<file path="src/rtl/spi_flash_reader.sv">
// SPI NOR "Read Data" (0x03) sequencer feeding a byte-level spi engine.
// Define SPI_FLASH_WAKEUP_EN to prefix each read with a 0xAB release frame.
module spi_flash_reader #(
  parameter int LEN_WIDTH      = 16,
  parameter int CS_HIGH_CYCLES = 4,
  parameter int WAKE_CYCLES    = 64
) (
  input  logic                 clk,
  input  logic                 resetn,
  input  logic                 req_valid,
  output logic                 req_ready,
  input  logic [23:0]          req_addr,
  input  logic [LEN_WIDTH-1:0] req_len,
  output logic                 busy,
  output logic                 done,
  output logic                 out_valid,
  output logic [7:0]           out_data,
  input  logic                 out_ready,
  output logic                 flash_csn,
  output logic                 tx_valid,
  output logic [7:0]           tx_data,
  input  logic                 tx_ready,
  input  logic                 rx_valid,
  input  logic [7:0]           rx_data,
  output logic                 rx_ready
);

  localparam int TMAX = (CS_HIGH_CYCLES > WAKE_CYCLES) ?
                        CS_HIGH_CYCLES : WAKE_CYCLES;
  localparam int TW = $clog2(TMAX + 1);
  localparam logic [TW-1:0] GAP_LOAD = TW'(CS_HIGH_CYCLES - 1);

  typedef enum logic [3:0] {
    IDLE,
`ifdef SPI_FLASH_WAKEUP_EN
    WAKE,
    WAKE_GAP,
    WAKE_WAIT,
`endif
    CMD,
    ADDR2,
    ADDR1,
    ADDR0,
    DATA,
    GAP
  } state_t;

`ifdef SPI_FLASH_WAKEUP_EN
  localparam state_t START = WAKE;
  localparam logic [TW-1:0] WAKE_LOAD = TW'(WAKE_CYCLES - 1);
`else
  localparam state_t START = CMD;
`endif

  state_t               state_q, state_d;
  logic                 armed_q;
  logic                 zero_q;
  logic                 sent_q;
  logic [23:0]          addr_q;
  logic [LEN_WIDTH-1:0] cnt_q;
  logic                 out_valid_q;
  logic [7:0]           out_data_q;
  logic [TW-1:0]        tmr_q;

  logic req_fire;
  logic tx_fire;
  logic rx_fire;
  logic tmr_zero;
  logic entering;

  assign req_fire  = req_valid && req_ready;
  assign tx_fire   = tx_valid && tx_ready;
  assign rx_fire   = rx_valid && rx_ready;
  assign tmr_zero  = (tmr_q == '0);
  assign entering  = (state_d != state_q);
  assign busy      = (state_q != IDLE);
  assign done      = ((state_q == GAP) && tmr_zero) || zero_q;
  assign out_valid = out_valid_q;
  assign out_data  = out_data_q;

  always_comb begin
    state_d   = state_q;
    req_ready = 1'b0;
    flash_csn = 1'b1;
    tx_valid  = 1'b0;
    tx_data   = 8'h00;
    rx_ready  = 1'b0;
    unique case (state_q)
      IDLE: begin
        req_ready = armed_q;
        if (req_valid && armed_q && (req_len != '0))
          state_d = START;
      end
`ifdef SPI_FLASH_WAKEUP_EN
      WAKE: begin
        flash_csn = 1'b0;
        tx_valid  = !sent_q;
        tx_data   = 8'hAB;
        rx_ready  = sent_q;
        if (rx_fire) state_d = WAKE_GAP;
      end
      WAKE_GAP: begin
        if (tmr_zero) state_d = WAKE_WAIT;
      end
      WAKE_WAIT: begin
        if (tmr_zero) state_d = CMD;
      end
`endif
      CMD: begin
        flash_csn = 1'b0;
        tx_valid  = !sent_q;
        tx_data   = 8'h03;
        rx_ready  = sent_q;
        if (rx_fire) state_d = ADDR2;
      end
      ADDR2: begin
        flash_csn = 1'b0;
        tx_valid  = !sent_q;
        tx_data   = addr_q[23:16];
        rx_ready  = sent_q;
        if (rx_fire) state_d = ADDR1;
      end
      ADDR1: begin
        flash_csn = 1'b0;
        tx_valid  = !sent_q;
        tx_data   = addr_q[15:8];
        rx_ready  = sent_q;
        if (rx_fire) state_d = ADDR0;
      end
      ADDR0: begin
        flash_csn = 1'b0;
        tx_valid  = !sent_q;
        tx_data   = addr_q[7:0];
        rx_ready  = sent_q;
        if (rx_fire) state_d = DATA;
      end
      DATA: begin
        // a dummy byte is clocked only into an empty output buffer
        flash_csn = 1'b0;
        tx_valid  = !sent_q && !out_valid_q && (cnt_q != '0);
        rx_ready  = sent_q && !out_valid_q;
        if ((cnt_q == '0) && out_valid_q && out_ready)
          state_d = GAP;
      end
      GAP: begin
        if (tmr_zero) state_d = IDLE;
      end
      default: state_d = IDLE;
    endcase
  end

  always_ff @(posedge clk or negedge resetn) begin
    if (!resetn) begin
      state_q     <= IDLE;
      armed_q     <= 1'b0;
      zero_q      <= 1'b0;
      sent_q      <= 1'b0;
      addr_q      <= '0;
      cnt_q       <= '0;
      out_valid_q <= 1'b0;
      out_data_q  <= '0;
      tmr_q       <= '0;
    end else begin
      state_q <= state_d;
      armed_q <= 1'b1;
      zero_q  <= req_fire && (req_len == '0);
      if (req_fire) begin
        addr_q <= req_addr;
        cnt_q  <= req_len;
      end
      if (tx_fire)
        sent_q <= 1'b1;
      else if (rx_fire)
        sent_q <= 1'b0;
      if (rx_fire && (state_q == DATA)) begin
        out_valid_q <= 1'b1;
        out_data_q  <= rx_data;
        cnt_q       <= cnt_q - LEN_WIDTH'(1);
      end else if (out_valid_q && out_ready) begin
        out_valid_q <= 1'b0;
      end
      if (entering && (state_d == GAP))
        tmr_q <= GAP_LOAD;
`ifdef SPI_FLASH_WAKEUP_EN
      else if (entering && (state_d == WAKE_GAP))
        tmr_q <= GAP_LOAD;
      else if (entering && (state_d == WAKE_WAIT))
        tmr_q <= WAKE_LOAD;
`endif
      else if (!tmr_zero)
        tmr_q <= tmr_q - TW'(1);
    end
  end

endmodule

</file>
<file path="config.mk">
export PLATFORM = sky130hd
export DESIGN_NAME = spi_flash_reader
export DESIGN_NICKNAME = d
export VERILOG_FILES = /design/src/rtl/spi_flash_reader.sv
export SDC_FILE = /design/constraint.sdc
export NUM_CORES = 1
export LEC_CHECK = 0
export CAP_MARGIN = 15
export CORE_MARGIN = 1.5
export CORE_UTILIZATION = 40
export DETAILED_ROUTE_END_ITERATION = 10
export PLACE_DENSITY_LB_ADDON = 0.1
export SLEW_MARGIN = 5
export SYNTH_ARGS = -nofsm -noshare
export SYNTH_HDL_FRONTEND = slang
export SYNTH_SLANG_ARGS = --single-unit
</file>
<file path="constraint.sdc">
create_clock -name clk -period 2.1 [get_ports clk]
set_clock_uncertainty 0.15 [all_clocks]
set_input_delay 0.525 -clock clk [delete_from_list [all_inputs] [get_ports clk]]
set_output_delay 0.525 -clock clk [all_outputs]
set_load 0.05 [all_outputs]
</file>
==> results.sh, run 1 <==
export IMPL_num_antenna_cells=0
export IMPL_instances_no_fill=608
export IMPL_postSynth_topFlopCell="sky130_fd_sc_hd__dfrtp_1"
export IMPL_finalWirelength_mm=9.14
export IMPL_syn_nets=415
export IMPL_internal_power_uw=2270
export IMPL_antenna_found_initial=0
export IMPL_unrepaired_setup_endpoints_after_global_routing="true"
export IMPL_grt_pass1_vias=3123
export IMPL_hold_path_startpoint="addr_q[15]$_DFFE_PN0P_"
export IMPL_synth_cell_area_um2=3250
export IMPL_critical_path_reg2reg_startpoint="cnt_q[0]$_DFFE_PN0P_"
export IMPL_synth_compound_area_share=0.129
export IMPL_syn_instance_count=357
export IMPL_worst_endpoint_arrival_ns=2.02
export IMPL_hold_depth=2
export IMPL_fp_dieH_um=93.2
export IMPL_fin_crit_ns=2.70
export IMPL_cts_tree="done"
export IMPL_place_inst=579
export IMPL_clkSlewWorstSetupHoldPaths_ns=0.07
export IMPL_fmax_ghz=0.371
export IMPL_comb_power_share=0.244
export IMPL_postLayoutSetupSlackWorst_ns=-0.597
export IMPL_setup_worst_path_end_class="output pin"
export IMPL_cts_max_level=3
export IMPL_leakagePower_uw=0.00242
export IMPL_worst_min_path_class="reg -> reg"
export IMPL_numPortBuffers=76
export IMPL_final_hold_worst_slack_ns=0.331
export IMPL_gp_routability_congestion=0.869
export IMPL_power_total_uw=3210
export IMPL_swShare=0.294
export IMPL_synthSimpleGateAreaFrac=0.265
export IMPL_synthMuxAreaShare=0.0377
export IMPL_cp_max_fo=2
export IMPL_cts_path_max_buffers=2
export IMPL_vdd_ir_drop_max_mv=0.305
export IMPL_start_point_of_the_critical_path="cnt_q[7]$_DFFE_PN0P_"
export IMPL_pwr_share_seq=0.463
export IMPL_floorplan_die_width_um=93.2
export IMPL_floorplan_initialDensity=0.417
export IMPL_wl_per_cell_um=15.0
export IMPL_antenna_left=0
export IMPL_timing_hold_worst_endpoint="addr_q[15]$_DFFE_PN0P_"
export IMPL_crit_type="reg -> out"
export IMPL_rrSetupSlack_ns=-0.08
export IMPL_placementRows=32
export IMPL_i_o_pin_cnt=77
export IMPL_synthesis_yosys_warnings=0
export IMPL_grt_pass1_wl_mm=14.6
export IMPL_power_clock_fraction=0.293
export IMPL_overflow=0
export IMPL_grt_usage=0.216
export IMPL_finalCritPeriodShare=1.28
export IMPL_syn_area_per_cell_um2=9.12
export IMPL_first_iter_violations=210
export IMPL_layout_nets=559
export IMPL_core_area_um2=7810
export IMPL_setup_viol_count_final=19
export IMPL_synth_seq_cells=63
export IMPL_crit_reg2reg_capture="cnt_q[13]$_DFFE_PN0P_"
export IMPL_clock_sinks=63
export IMPL_final_hold_viol_count=0
export IMPL_share_of_the_synthesized_netlist_area_taken_by_xor_and_xnor_gates=0.0108
export IMPL_power_density_nw_per_um2=623
export IMPL_via_density_per_instance=5.24
export IMPL_number_of_enable_flip_flop_cells_after_synthesis=0
export IMPL_pre_cts_slack_ns=-0.483
export IMPL_synthAdderAreaFrac=0.0154
export IMPL_detailedPlacementHpwl_mm=6.43
export IMPL_drive_above_1_share=0.352
export IMPL_insertion_delay_ns=0.35
export IMPL_num_vias=3188
export IMPL_violations="setup timing"
export IMPL_drcViolationCount=0
export IMPL_number_of_iterations_in_the_first_detailed_routing_pass=5
export IMPL_netSwitchingPower_uw=944
export IMPL_maxCapViolCount=0
export IMPL_yosysSeqAreaShare=0.484
export IMPL_syn_to_final_growth_pct=58.4
export IMPL_outcome="finished, violations left"
export IMPL_combinational_family_with_the_most_area_after_synthesis="simple AND/OR/NAND/NOR gates"
export IMPL_synth_cell_types=54
export IMPL_grt_start_max_net_pins=31
export IMPL_setup_total_negative_slack_ns=-4.50
export IMPL_reg2reg_depth=6
export IMPL_root_buffer_selected_by_cts="sky130_fd_sc_hd__clkbuf_8"
export IMPL_report_final_slew_viol_count=0
export IMPL_crit_path_start_kind="flip-flop"
export IMPL_worst_ep_required_time_ns=1.42
export IMPL_numCtsBuffers=9
export IMPL_synth_async_reset_ratio=1.00
export IMPL_die_area_um2=8690
cell usage in the layout (no fill, tap or decap), types with 7 or more instances in the layout:
master	Yosys	routed
sky130_fd_sc_hd__a21oi_1	12	8
sky130_fd_sc_hd__buf_12	0	15
sky130_fd_sc_hd__buf_4	1	65
sky130_fd_sc_hd__buf_6	2	15
sky130_fd_sc_hd__clkbuf_8	2	10
sky130_fd_sc_hd__clkdlybuf4s50_1	0	52
sky130_fd_sc_hd__dfrtp_1	63	58
sky130_fd_sc_hd__inv_1	16	7
sky130_fd_sc_hd__inv_2	0	9
sky130_fd_sc_hd__mux2_2	10	10
sky130_fd_sc_hd__nand2_1	103	100
sky130_fd_sc_hd__nand3_1	10	9
sky130_fd_sc_hd__nor2_1	17	14
sky130_fd_sc_hd__o211ai_1	12	12
state kept, by name, summed over array words and instances, names as in the netlist:
| name | flops |
|---|---|
| addr_q | 24 |
| armed_q | 1 |
| cnt_q | 16 |
| out_data | 8 |
| out_valid | 1 |
| sent_q | 1 |
| state_q | 4 |
| tmr_q | 7 |
| zero_q | 1 |
worst max-delay path by stage:
stage / end / cells after the start
2_1_floorplan: tx_valid / 7
3_3_place_gp: cnt_q[1]$_DFFE_PN0P_ / 6
3_5_place_dp: cnt_q[1]$_DFFE_PN0P_ / 6
4_1_cts: tx_valid / 6
5_1_grt: tx_valid / 6
6_report: tx_valid / 6
through the flow:
step,instance area [um2],utilization
after floorplan,3320,-
after global placement,4670,0.598
after detailed placement,4670,0.598
after CTS,5010,0.642
after global routing,5150,0.660
final,5150,0.660
routing by layer:
| metal | up-vias | part of all wire | GRT usage |
|---|---|---|---|
| li1 | 1538 | - | - |
| met1 | 1544 | 0.43 | 0.277 |
| met3 | 11 | 0.048 | 0.0455 |
| met5 | - | 0 | 0 |
| met2 | 95 | 0.51 | 0.356 |
| met4 | 0 | 0.012 | 0.0859 |
cell families after synthesis:
family / count (synthesis)
flip-flops: 63
adder cells (fa/ha/maj): 4
other: 2
AND/OR/NAND/NOR: 178
multiplexers: 11
buffers and inverters: 35
AO/OA/AOI/OAI: 60
XOR/XNOR: 4
final cells by class:
type	count	area [um2]
Clock buffer	13	149
Clock inverter	3	20.0
Fill cell	664	2650
Inverter	16	60.1
Multi-Input combinational cell	260	1710
Sequential cell	63	1580
Tap cell	102	128
Timing Repair Buffer	151	1500
repair_timing:
| action | 4_1_cts | 5_1_grt |
|---|---|---|
| gates cloned | 0 | 1 |
| hold buffers | 1 | 0 |
| buffers inserted | 8 | 8 |
| pin swaps | 11 | 19 |
| gates resized for setup | 36 | 28 |
| setup endpoints to repair | 62 | 61 |
| endpoints found under the hold margin | 4 | 0 |
critical path, cell delays in order (launching register included):
cell and delay [ns]:
sky130_fd_sc_hd__dfrtp_1 0.39, sky130_fd_sc_hd__or4_4 0.55, sky130_fd_sc_hd__nand4b_4 0.20, sky130_fd_sc_hd__a211oi_2 0.18, sky130_fd_sc_hd__or3_4 0.18, sky130_fd_sc_hd__nor2_4 0.04, sky130_fd_sc_hd__buf_12 0.13
Yosys cell counts (all sizes together) (2+ instances only):
cell type,count,share of area
nor2b,4,0.0077
and3b,2,0.0054
o211ai,12,0.028
inv,16,0.018
o21ai,12,0.018
a221o,2,0.0065
xnor2,4,0.011
a222oi,6,0.018
nor2,18,0.023
or4,3,0.0081
dfrtp,63,0.48
clkbuf,8,0.015
ha,4,0.015
nor3b,3,0.0069
buf,11,0.021
o22ai,2,0.0038
nand3,10,0.015
nand2,103,0.12
a21o,3,0.0069
or3,8,0.018
a31oi,2,0.0038
conb,2,0.0023
and3,4,0.0077
nor4,9,0.019
nor3,4,0.0062
and2,3,0.0058
nand4b,4,0.015
a21oi,12,0.018
mux2,10,0.035
power by group through the flow:
stage / registers [uW] / clock network (uW) / logic, uW
3_3_place_gp: 1500 / 0 / 695
5_1_grt: 1510 / 1020 / 860
2_1_floorplan: 1500 / 0 / 308
6_report: 1490 / 940 / 785
3_5_place_dp: 1500 / 0 / 711
4_1_cts: 1480 / 956 / 758
Power figures use the tool's default switching activity.
==> run 2, diff against run 1 <==
--- a/config.mk
+++ b/config.mk
@@ -7,10 +7,9 @@
 export LEC_CHECK = 0
 export CAP_MARGIN = 15
 export CORE_MARGIN = 1.5
-export CORE_UTILIZATION = 40
+export CORE_UTILIZATION = 35
 export DETAILED_ROUTE_END_ITERATION = 10
 export PLACE_DENSITY_LB_ADDON = 0.1
-export SLEW_MARGIN = 5
 export SYNTH_ARGS = -nofsm -noshare
 export SYNTH_HDL_FRONTEND = slang
 export SYNTH_SLANG_ARGS = --single-unit
==> results.sh, run 2 (synthesis gave the netlist of run 1 again) <==
export IMPL_outcome="finished, violations left"
export IMPL_violations="setup timing"
export IMPL_grt_pass1_vias=3208
export IMPL_crit_type="reg -> out"
export IMPL_core_area_um2=9110
export IMPL_number_of_iterations_in_the_first_detailed_routing_pass=6
export IMPL_fp_dieH_um=99.4
export IMPL_hold_path_startpoint="addr_q[13]$_DFFE_PN0P_"
export IMPL_cts_tree="done"
export IMPL_i_o_pin_cnt=77
export IMPL_final_hold_viol_count=0
export IMPL_cp_max_fo=2
export IMPL_numPortBuffers=76
export IMPL_num_antenna_cells=0
export IMPL_mostFrequentLayoutCells="sky130_fd_sc_hd__nand2_1, sky130_fd_sc_hd__buf_4, sky130_fd_sc_hd__dfrtp_1"
export IMPL_vdd_ir_drop_max_mv=0.311
export IMPL_maxCapViolCount=0
export IMPL_overflow=0
export IMPL_grt_pass1_wl_mm=15.3
export IMPL_start_point_of_the_critical_path="cnt_q[7]$_DFFE_PN0P_"
export IMPL_detailedPlacementHpwl_mm=6.51
export IMPL_fin_crit_ns=2.65
export IMPL_antenna_left=0
export IMPL_root_buffer_selected_by_cts="sky130_fd_sc_hd__clkbuf_8"
export IMPL_num_vias=3161
export IMPL_fmax_ghz=0.377
export IMPL_via_density_per_instance=5.01
export IMPL_power_density_nw_per_um2=654
export IMPL_floorplan_initialDensity=0.357
export IMPL_report_final_slew_viol_count=0
export IMPL_place_inst=596
export IMPL_drive_above_1_share=0.385
export IMPL_clkSlewWorstSetupHoldPaths_ns=0.08
export IMPL_floorplan_die_width_um=99.4
export IMPL_insertion_delay_ns=0.35
export IMPL_max_reg_flops=24
export IMPL_cts_path_max_buffers=2
export IMPL_critical_path_reg2reg_startpoint="cnt_q[0]$_DFFE_PN0P_"
export IMPL_final_common_cell="sky130_fd_sc_hd__nand2_1"
export IMPL_finalWirelength_mm=9.46
export IMPL_placementRows=35
export IMPL_clock_sinks=63
export IMPL_finalCritPeriodShare=1.26
export IMPL_gp_routability_congestion=0.820
export IMPL_setup_viol_count_final=25
export IMPL_numCtsBuffers=9
export IMPL_first_iter_violations=156
export IMPL_leakagePower_uw=0.00255
export IMPL_instances_no_fill=631
export IMPL_wl_per_cell_um=15.0
export IMPL_worst_ep_required_time_ns=1.42
export IMPL_syn_to_final_growth_pct=67.9
export IMPL_unrepaired_setup_endpoints_after_global_routing="true"
export IMPL_postLayoutSetupSlackWorst_ns=-0.550
export IMPL_antenna_found_initial=0
export IMPL_grt_start_max_net_pins=36
export IMPL_grt_usage=0.194
export IMPL_drcViolationCount=0
export IMPL_crit_path_start_kind="flip-flop"
export IMPL_fill_cells=823
export IMPL_setup_worst_path_end_class="output pin"
export IMPL_layout_nets=574
export IMPL_die_area_um2=9890
export IMPL_worst_min_path_class="reg -> reg"
export IMPL_worst_endpoint_arrival_ns=1.98
export IMPL_largest_register="addr_q"
export IMPL_setup_total_negative_slack_ns=-4.33
export IMPL_cts_max_level=3
==> run 2: changes by cell type in the layout (fill, tap and decap cells not counted), moves of 3 or more <==
cell                        previous run  this run
sky130_fd_sc_hd__bufinv_16             0         3
sky130_fd_sc_hd__buf_6                15        19
sky130_fd_sc_hd__mux2_4                0         8
sky130_fd_sc_hd__a21oi_1               8         4
sky130_fd_sc_hd__mux2_2               10         2
sky130_fd_sc_hd__buf_4                65        77
sky130_fd_sc_hd__a21oi_2               2         6
==> run 2: report_power, final <==
group / internal, uW / switching (uW) / total, uW
sequential: 1380 / 107 / 1480
combinational: 449 / 366 / 815
clock: 787 / 489 / 1280
==> run 2: per-stage QoR <==
step,area (um2),util,setup WS [ns],power (uW),hold slack [ns]
after floorplan,3320,-,-0.123,1810,0.0794
after CTS,5280,0.580,-0.577,3590,0.330
after detailed placement,4720,0.518,-0.283,2230,0.312
final,5460,0.600,-0.550,3570,0.328
after global placement,4720,0.518,-0.274,2220,0.311
after global routing,5460,0.600,-0.643,3760,0.353
==> run 2: what timing repair did <==
item | 4_1_cts | 5_1_grt
endpoints found under the hold margin | 13 | 0
pin swaps | 12 | 11
hold buffers | 1 | 0
resized for setup | 66 | 30
cloned | 0 | 2
endpoints found under the setup margin | 55 | 59
buffers inserted | 16 | 8
==> run 2: routing by layer <==
layer / up-vias / GRT usage / wire [um]
li1: 1553 / - / -
met1: 1532 / 0.250 / 4290
met2: 70 / 0.330 / 4760
met3: 6 / 0.0415 / 346
met4: 0 / 0.0531 / 55
met5: - / 0 / 0
==> run 2: critical path, cell delays in order, from the launching register on <==
cell,delay [ns]
sky130_fd_sc_hd__dfrtp_1,0.38
sky130_fd_sc_hd__or4_4,0.54
sky130_fd_sc_hd__nand4b_4,0.20
sky130_fd_sc_hd__a211oi_2,0.16
sky130_fd_sc_hd__or3_4,0.17
sky130_fd_sc_hd__nor2_4,0.04
sky130_fd_sc_hd__buf_6,0.14
==> run 2: path summary, 6_finish.rpt <==
path | slack [ns] | cells after the start | to
min reg2reg | 0.33 | 2 | addr_q[13]$_DFFE_PN0P_
min | 0.33 | 2 | addr_q[13]$_DFFE_PN0P_
max reg2reg | -0.12 | 6 | cnt_q[13]$_DFFE_PN0P_
max in group asynchronous | 0.75 | 3 | state_q[1]$_DFF_PN0_
min in group asynchronous | 0.50 | 2 | cnt_q[0]$_DFFE_PN0P_
max | -0.55 | 6 | tx_valid
==> run 2: area by class of cell <==
type                            count  area (um2)  area share
Sequential cell                    63        1580       0.289
Clock inverter                      5         108      0.0197
Clock buffer                       10         128      0.0234
Timing Repair Buffer              167        1670       0.305
Multi-Input combinational cell    259        1770       0.324
Inverter                           16        67.6      0.0124
Tap cell                          111         139      0.0254
